`src/rtl/exc_ctrl.sv`:
```
// exc_ctrl: MEM-stage exception/interrupt arbiter and commit sequencer.
// Picks one event per valid instruction, pulses its CP0 flag for one cycle
// (COMMIT), then issues a one-cycle fetch redirect (REDIRECT).
// Ports:
//   clk, rst               clock, synchronous active-high reset
//   valid_i, pc_i, delayslot_i            MEM-stage instruction info
//   syscall_i..eret_i      raw exception / eret requests
//   int_i, timer_int_i     hardware interrupt lines, CP0 timer interrupt
//   status_i, cause_i, epc_i              current CP0 registers
//   *_flag_o               one-hot commit pulse to CP0
//   delayslot_flag_o, current_pc_addr_o   faulting instruction info to CP0
//   hw_int_o               synchronized interrupt lines for Cause[15:10]
//   flush_o, stall_o       pipeline flush / freeze
//   redirect_valid_o, redirect_pc_o       fetch redirect
module exc_ctrl #(
  parameter logic [31:0] EXC_VECTOR = 32'hBFC00380
) (
  input  logic        clk,
  input  logic        rst,
  input  logic        valid_i,
  input  logic [31:0] pc_i,
  input  logic        delayslot_i,
  input  logic        syscall_i,
  input  logic        break_i,
  input  logic        overflow_i,
  input  logic        adel_i,
  input  logic        ades_i,
  input  logic        eret_i,
  input  logic [5:0]  int_i,
  input  logic        timer_int_i,
  input  logic [31:0] status_i,
  input  logic [31:0] cause_i,
  input  logic [31:0] epc_i,
  output logic        int_flag_o,
  output logic        syscall_flag_o,
  output logic        break_flag_o,
  output logic        overflow_flag_o,
  output logic        adel_flag_o,
  output logic        ades_flag_o,
  output logic        eret_flag_o,
  output logic        delayslot_flag_o,
  output logic [31:0] current_pc_addr_o,
  output logic [5:0]  hw_int_o,
  output logic        flush_o,
  output logic        stall_o,
  output logic        redirect_valid_o,
  output logic [31:0] redirect_pc_o
);

  localparam int unsigned FLAG_W = 7;
  // Flag vector bit positions, highest priority in the MSB.
  localparam int unsigned F_INT  = 6;
  localparam int unsigned F_ADEL = 5;
  localparam int unsigned F_ADES = 4;
  localparam int unsigned F_OVF  = 3;
  localparam int unsigned F_SYS  = 2;
  localparam int unsigned F_BRK  = 1;
  localparam int unsigned F_ERET = 0;

  typedef enum logic [1:0] {IDLE, COMMIT, REDIRECT} state_t;

  state_t              state;
  logic [5:0]          int_sync1;
  logic [5:0]          int_sync2;
  logic [FLAG_W-1:0]   flags_q;
  logic                eret_kind_q;
  logic [5:0]          eff_hw;
  logic                int_pending;
  logic [FLAG_W-1:0]   sel_flags;
  logic                event_hit;
  logic                unused_ok;

  // Status/Cause bits outside IE/EXL/IM and IP are not consulted here.
  assign unused_ok = ^{status_i[31:16], status_i[7:2], cause_i[31:10], cause_i[7:0]};

  // Timer interrupt shares hardware line 5; it is already synchronous to clk.
  assign eff_hw = {int_sync2[5] | timer_int_i, int_sync2[4:0]};

  assign int_pending = status_i[0] && !status_i[1] &&
                       (((eff_hw & status_i[15:10]) != 6'd0) ||
                        ((cause_i[9:8] & status_i[9:8]) != 2'd0));

  // Fixed-priority one-hot select.
  always_comb begin
    sel_flags = '0;
    if (int_pending)     sel_flags[F_INT]  = 1'b1;
    else if (adel_i)     sel_flags[F_ADEL] = 1'b1;
    else if (ades_i)     sel_flags[F_ADES] = 1'b1;
    else if (overflow_i) sel_flags[F_OVF]  = 1'b1;
    else if (syscall_i)  sel_flags[F_SYS]  = 1'b1;
    else if (break_i)    sel_flags[F_BRK]  = 1'b1;
    else if (eret_i)     sel_flags[F_ERET] = 1'b1;
  end

  assign event_hit = valid_i && (sel_flags != '0);

  // Sequencer with registered outputs; events outside IDLE are dropped.
  always_ff @(posedge clk) begin
    if (rst) begin
      state             <= IDLE;
      int_sync1         <= '0;
      int_sync2         <= '0;
      flags_q           <= '0;
      eret_kind_q       <= 1'b0;
      delayslot_flag_o  <= 1'b0;
      current_pc_addr_o <= '0;
      flush_o           <= 1'b0;
      stall_o           <= 1'b0;
      redirect_valid_o  <= 1'b0;
      redirect_pc_o     <= '0;
    end else begin
      int_sync1 <= int_i;
      int_sync2 <= int_sync1;
      case (state)
        IDLE: begin
          if (event_hit) begin
            state             <= COMMIT;
            flags_q           <= sel_flags;
            eret_kind_q       <= sel_flags[F_ERET];
            current_pc_addr_o <= pc_i;
            delayslot_flag_o  <= delayslot_i;
            flush_o           <= 1'b1;
            stall_o           <= 1'b1;
          end
        end
        COMMIT: begin
          state            <= REDIRECT;
          flags_q          <= '0;
          delayslot_flag_o <= 1'b0;
          redirect_valid_o <= 1'b1;
          redirect_pc_o    <= eret_kind_q ? epc_i : EXC_VECTOR;
        end
        REDIRECT: begin
          state            <= IDLE;
          flush_o          <= 1'b0;
          stall_o          <= 1'b0;
          redirect_valid_o <= 1'b0;
        end
        default: begin
          state            <= IDLE;
          flags_q          <= '0;
          delayslot_flag_o <= 1'b0;
          flush_o          <= 1'b0;
          stall_o          <= 1'b0;
          redirect_valid_o <= 1'b0;
        end
      endcase
    end
  end

  assign int_flag_o      = flags_q[F_INT];
  assign adel_flag_o     = flags_q[F_ADEL];
  assign ades_flag_o     = flags_q[F_ADES];
  assign overflow_flag_o = flags_q[F_OVF];
  assign syscall_flag_o  = flags_q[F_SYS];
  assign break_flag_o    = flags_q[F_BRK];
  assign eret_flag_o     = flags_q[F_ERET];
  assign hw_int_o        = int_sync2;

endmodule

```
`config.mk`:
```
export PLATFORM = sky130hd
export DESIGN_NAME = exc_ctrl
export DESIGN_NICKNAME = d
export VERILOG_FILES = /design/src/rtl/exc_ctrl.sv
export SDC_FILE = /design/constraint.sdc
export NUM_CORES = 1
export LEC_CHECK = 0
export BUFFER_PORTS_ARGS = -buffer_cell sky130_fd_sc_hd__buf_2
export CAP_MARGIN = 10
export CORE_MARGIN = 2
export CORE_UTILIZATION = 41
export DETAILED_ROUTE_END_ITERATION = 16
export PLACE_DENSITY = 0.79
export SLEW_MARGIN = 0
export SYNTH_ARGS = -nofsm -noshare
export SYNTH_HDL_FRONTEND = slang
export SYNTH_SLANG_ARGS = --single-unit
```
`constraint.sdc`:
```
create_clock -name clk -period 2 [get_ports clk]
set_input_delay 0.3 -clock clk [delete_from_list [all_inputs] [get_ports clk]]
set_output_delay 0.3 -clock clk [all_outputs]
set_load 0.1 [all_outputs]
```
==> results of run 1 <==
kinds of logic after synthesis:
kind of cell,count (synthesis)
multiplexers,35
AND/OR/NAND/NOR,156
AO/OA/AOI/OAI,34
flip-flops,89
buffers and inverters,27
final cells by class:
cell class                 instances  area (um2)
multi-input combinational        225        1350
clock buffer                      10         128
timing repair buffer             185         986
clock inverter                     6        68.8
tap                              102         128
sequential                        89        1790
fill                             701        3280
inverter                           1        3.75
flip-flops by register name, indices dropped and copies added, names as in the netlist:
name	flops
current_pc_addr_o	32
eret_kind_q	1
int_sync1	6
hw_int_o	6
redirect_pc_o	32
flags_q	7
stall_o	1
redirect_valid_o	1
delayslot_flag_o	1
state	2
routing by layer:
layer	routed length, um	GRT usage
met3	758	0.0620
met4	99	0.0748
met5	0	0
met2	3850	0.309
met1	3260	0.191
cells in the mapped netlist, drive strengths merged, types with 2 or more instances:
| cell | number | area, um2 |
|---|---|---|
| nor3 | 15 | 75.1 |
| buf | 6 | 63.8 |
| a22oi | 2 | 15.0 |
| dfxtp | 89 | 1780 |
| a21oi | 21 | 105 |
| nand4 | 3 | 18.8 |
| nand2 | 26 | 97.6 |
| nand3b | 2 | 15.0 |
| o21ai | 4 | 20.0 |
| nand3 | 22 | 110 |
| clkbuf | 20 | 75.1 |
| mux2i | 35 | 350 |
| nor2 | 51 | 191 |
| nand2b | 9 | 56.3 |
| nor2b | 14 | 87.6 |
| nor3b | 12 | 90.1 |
worst max path at each step:
stage	to	slack (ps)	depth (start not counted)	start
6_report	current_pc_addr_o[4]$_SDFFE_PP0P_	120	7	hw_int_o[1]$_SDFF_PP0_
5_1_grt	current_pc_addr_o[4]$_SDFFE_PP0P_	-10	7	hw_int_o[1]$_SDFF_PP0_
4_1_cts	current_pc_addr_o[18]$_SDFFE_PP0P_	20	6	hw_int_o[1]$_SDFF_PP0_
3_5_place_dp	current_pc_addr_o[7]$_SDFFE_PP0P_	-30	7	status_i[11]
3_3_place_gp	current_pc_addr_o[25]$_SDFFE_PP0P_	20	7	status_i[11]
2_1_floorplan	current_pc_addr_o[24]$_SDFFE_PP0P_	7	7	hw_int_o[5]$_SDFF_PP0_
stage by stage:
stage                     utilization  hold slack [ps]  cells
final                           0.575              160    618
after global routing            0.575              158    618
after CTS                       0.568              139    613
after detailed placement        0.543              422    597
after global placement          0.543              417    597
after floorplan                     -              414    341
where the power goes:
part           internal [mW]  switching (mW)  total, mW
clock                  0.582           0.617       1.20
sequential              1.86          0.0426       1.90
combinational          0.236           0.771       1.01
total                   2.67            1.43       4.10
what timing repair did:
item,CTS,global route
setup buffers,0,4
endpoints found under the setup margin,0,33
endpoints found under the hold margin,0,0
==> flow_summary.toml, run 1 <==
[yosys]
synth_area_mm2 = 0.00326
syn-num-nets = 486
synth-simple-area-share = 0.237
synth.area.mux_share = 0.108
synthAdderAreaFrac = 0
yosys_warnings = 0
synth_ff_type = "dfxtp_1"
async_reset_ff_frac = 0
synth_edf_count = 0
synth_xor_area_frac = 0
ys_seq_area_frac = 0.547
synth_cell_type_count = 30
ys_ff_latch = 89
synth_top_family_by_area = "simple AND/OR/NAND/NOR gates"
synth-compound-area-share = 0.0642
syn_inst = 341
synth_area_per_cell_um2 = 9.55

[die]
chipHeight_um = 93.1
dieArea_mm2 = 0.00867
die_w_um = 93.1
rows = 32
core-area_mm2 = 0.00773
initial_core_util = 0.421
ios = 226

[setup_path]
max_stage_delay_ps = 330
arrival_ps = 2110
reg2reg_setup_slack_ps = 120
crit_buf_inv = 2
startpoint_type = "flip-flop"
crit_path_max_fanout = 16
path_class = "flip-flop to flip-flop"
critPathTopFamily = "compound AO/OA/AOI/OAI gates"
cp.required_ps = 2230
worstReg2RegEnd = "current_pc_addr_o[4]$_SDFFE_PP0P_"
r2r-start = "hw_int_o[1]$_SDFF_PP0_"
cp_slowest_cell = "dfxtp_2"
endpoint_kind = "flip-flop"
reg2reg_depth = 7
crit_chain = "a222oi_1, nand4_1, buf_4, o2111ai_4, clkbuf_16, mux2i_1, nor2_1"

[routing]
dr.pass1.iters = 4
drt_iter0_drc = 72
vias_per_cell = 4.84
drc = 0
num_vias = 2989
drt-total-wl_um = 7970
ant_nets = 0
wl_per_cell_um = 12.9

[global_routing]
grt_overflow = 0
grt_pass1_vias = 2790
grt_start_max_net_pins = 50
antenna_found_initial = 0
grt_use_total = 0.176
grt_pass1_wl_um = 12200

[cells_and_area]
fin_area_mm2 = 0.00445
area_growth_pct = 36.5
nets = 656
layout-drive-gt1-share = 0.403
layout_commonest_cell = "buf_2"
antenna_cells = 0
most-common-layout-cells = "buf_2, dfxtp_1, nor2_1"

[clocking]
cts-buffers-inserted = 9
h-tree-depth = 3
clock-root-buffer = "clkbuf_8"
clock_path_buffers = 2
cts_tree = "yes"
hold_buffers = 0
insertion_delay_ps = 350
cts_resized = 0
clk_pin_slew_ps = 90
cts.sinks = 89

[place]
dp_hpwl_um = 5690
port_buffers = 173
dpl_worst_slack_ps = -30.3
finalWeightedCongestion = 0.772
place_area_mm2 = 0.00419

[power_and_ir_drop]
leakagePower_nw = 2.17
ir_worst_vdd_uv = 670
power_density_mw_per_mm2 = 923
power.total_mw = 4.10

[worst_hold_path]
min_to = "int_sync1[5]$_SDFF_PP0_"
hold_path_depth = 2
hp-class = "primary input to flip-flop"
min_from = "int_i[5]"

[sta]
period_minus_slack_ps = 1880
worst_pin_slew_ps = 501
final_max_slew_viol_count = 0
min_period_over_period = 0.942
clock-skew-final_ps = 12.6
max_slew_margin = 0.668
setup_violations = 0
fin_setup_tns_ps = 0
max_freq_ghz = 0.531
setup_ws_ps = 116
hold_violations = 0

[job]
maxCapViolCount = 0

[status]
status = "finished clean"
Note: power is estimated with default switching activity, not from simulation.
==> run 2, diff against run 1 <==
PLACE_DENSITY = unset   (was 0.79)
PLACE_DENSITY_LB_ADDON = 0.08   (was unset)
==> flow_summary.toml, run 2 (synthesized netlist as in run 1, its figures left out) <==
[status]
status = "finished clean"

[place]
dp_hpwl_um = 5300
port_buffers = 173
finalWeightedCongestion = 0.726

[routing]
vias_per_cell = 4.73
drc = 0
drt_iter0_drc = 107
dr.pass1.iters = 5
ant_nets = 0
num_vias = 2926
wl_per_cell_um = 12.8
drt-total-wl_um = 7910

[sta]
rsz0062_at_grt = "true"
period_minus_slack_ps = 1910
max_freq_ghz = 0.523
worst_pin_slew_ps = 501
holdWs_ps = 162
min_period_over_period = 0.957
setup_violations = 0
clock-skew-final_ps = 10.2
max_slew_margin = 0.668
final_max_slew_viol_count = 0
hold_violations = 0

[setup_path]
max_stage_delay_ps = 340
cp.required_ps = 2210
crit_path_max_fanout = 7
cp_slowest_cell = "a222oi_1"
endpoint_kind = "flip-flop"
path_class = "flip-flop to flip-flop"
crit_chain = "a222oi_1, nand4_1, o2111ai_4, buf_12, clkbuf_16, mux2i_1, nor2_1"
startpoint_type = "flip-flop"
arrival_ps = 2130

[job]
maxCapViolCount = 0

[cells_and_area]
nets = 659
most-common-layout-cells = "buf_2, dfxtp_1, nor2_1"
antenna_cells = 0
layout_commonest_cell = "buf_2"
reg_top3 = "current_pc_addr_o: 32 flops, redirect_pc_o: 32 flops, flags_q: 7 flops"
nFillCells = 727
layout-drive-gt1-share = 0.408
area_growth_pct = 40.1

[global_routing]
grt_pass1_vias = 2673
grt_pass1_wl_um = 12200
antenna_found_initial = 0
grt_start_max_net_pins = 90
grt_overflow = 0
grt_use_total = 0.175

[power_and_ir_drop]
power_density_mw_per_mm2 = 922
power.total_mw = 4.21
leakagePower_nw = 2.22
ir_worst_vdd_uv = 546

[clocking]
clk_pin_slew_ps = 80
cts-buffers-inserted = 9
cts.sinks = 89
clock_path_buffers = 2
insertion_delay_ps = 340
h-tree-depth = 3
clock-root-buffer = "clkbuf_8"
cts_tree = "yes"

[die]
ios = 226
die_w_um = 93.1
dieArea_mm2 = 0.00867
rows = 32
initial_core_util = 0.421
chipHeight_um = 93.1
core-area_mm2 = 0.00773

[worst_hold_path]
hp-class = "primary input to flip-flop"
[run 2: cell types whose count changed in the layout (fill, tap and decap cells not counted), sizes merged]
cell,change
clkinvlp,-1
buf,+1
bufinv,+1
clkinv,-2
clkbuf,+2
[run 2: metrics by stage]
step,instances,setup TNS [ps],utilization,setup WS [ps],instance area [um2]
finish,619,0,0.590,86.8,4560
global route,619,-433,0.590,-26.1,4560
CTS,613,0,0.574,101,4430
detailed placement,599,0,0.548,48.8,4230
global placement,599,0,0.548,76.6,4230
floorplan,341,0,-,7.35,3260
[run 2: area by class of cell]
class | instances | area (um2) | share of cell area
clock buffers | 10 | 128 | 0.0280
well taps | 102 | 128 | 0.0280
flip-flops and latches | 89 | 1790 | 0.392
multi-input cells | 225 | 1360 | 0.298
repair buffers | 188 | 1080 | 0.238
inverters | 1 | 3.75 | 0.000823
clock inverters | 4 | 70.1 | 0.0154
[run 2: critical path: cells and delay by family (launching register included)]
family | cells | cell delay (ps)
AOI/OAI and AO/OA | 2 | 630
muxes | 1 | 180
and+or+nand+nor | 2 | 310
buffers and inverters | 2 | 340
DFF | 1 | 330
[run 2: power breakdown]
group	total, mW	internal (mW)	switching [mW]
clock network	1.27	0.687	0.582
logic	1.04	0.269	0.774
registers	1.90	1.86	0.0402
[run 2: routing by layer]
layer | global-route usage | vias up | wire length (um)
li1 | - | 1490 | -
met1 | 0.220 | 1314 | 3480
met2 | 0.278 | 109 | 3660
met3 | 0.0532 | 13 | 620
met4 | 0.0748 | 0 | 142
met5 | 0 | - | 0
[run 2: repair_timing]
item | 4_1_cts | 5_1_grt
hold buffers | 0 | 0
setup buffers | 0 | 2
resized for setup | 0 | 3
endpoints found under the setup margin | 0 | 14
[run 2: final timing paths]
path	depth (start not counted)	slack [ps]	from	endpoint
max	7	90	hw_int_o[1]$_SDFF_PP0_	current_pc_addr_o[27]$_SDFFE_PP0P_
min	2	160	int_i[2]	int_sync1[2]$_SDFF_PP0_
max reg2reg	7	90	hw_int_o[1]$_SDFF_PP0_	current_pc_addr_o[27]$_SDFFE_PP0P_
min reg2reg	1	440	int_sync1[3]$_SDFF_PP0_	hw_int_o[3]$_SDFF_PP0_
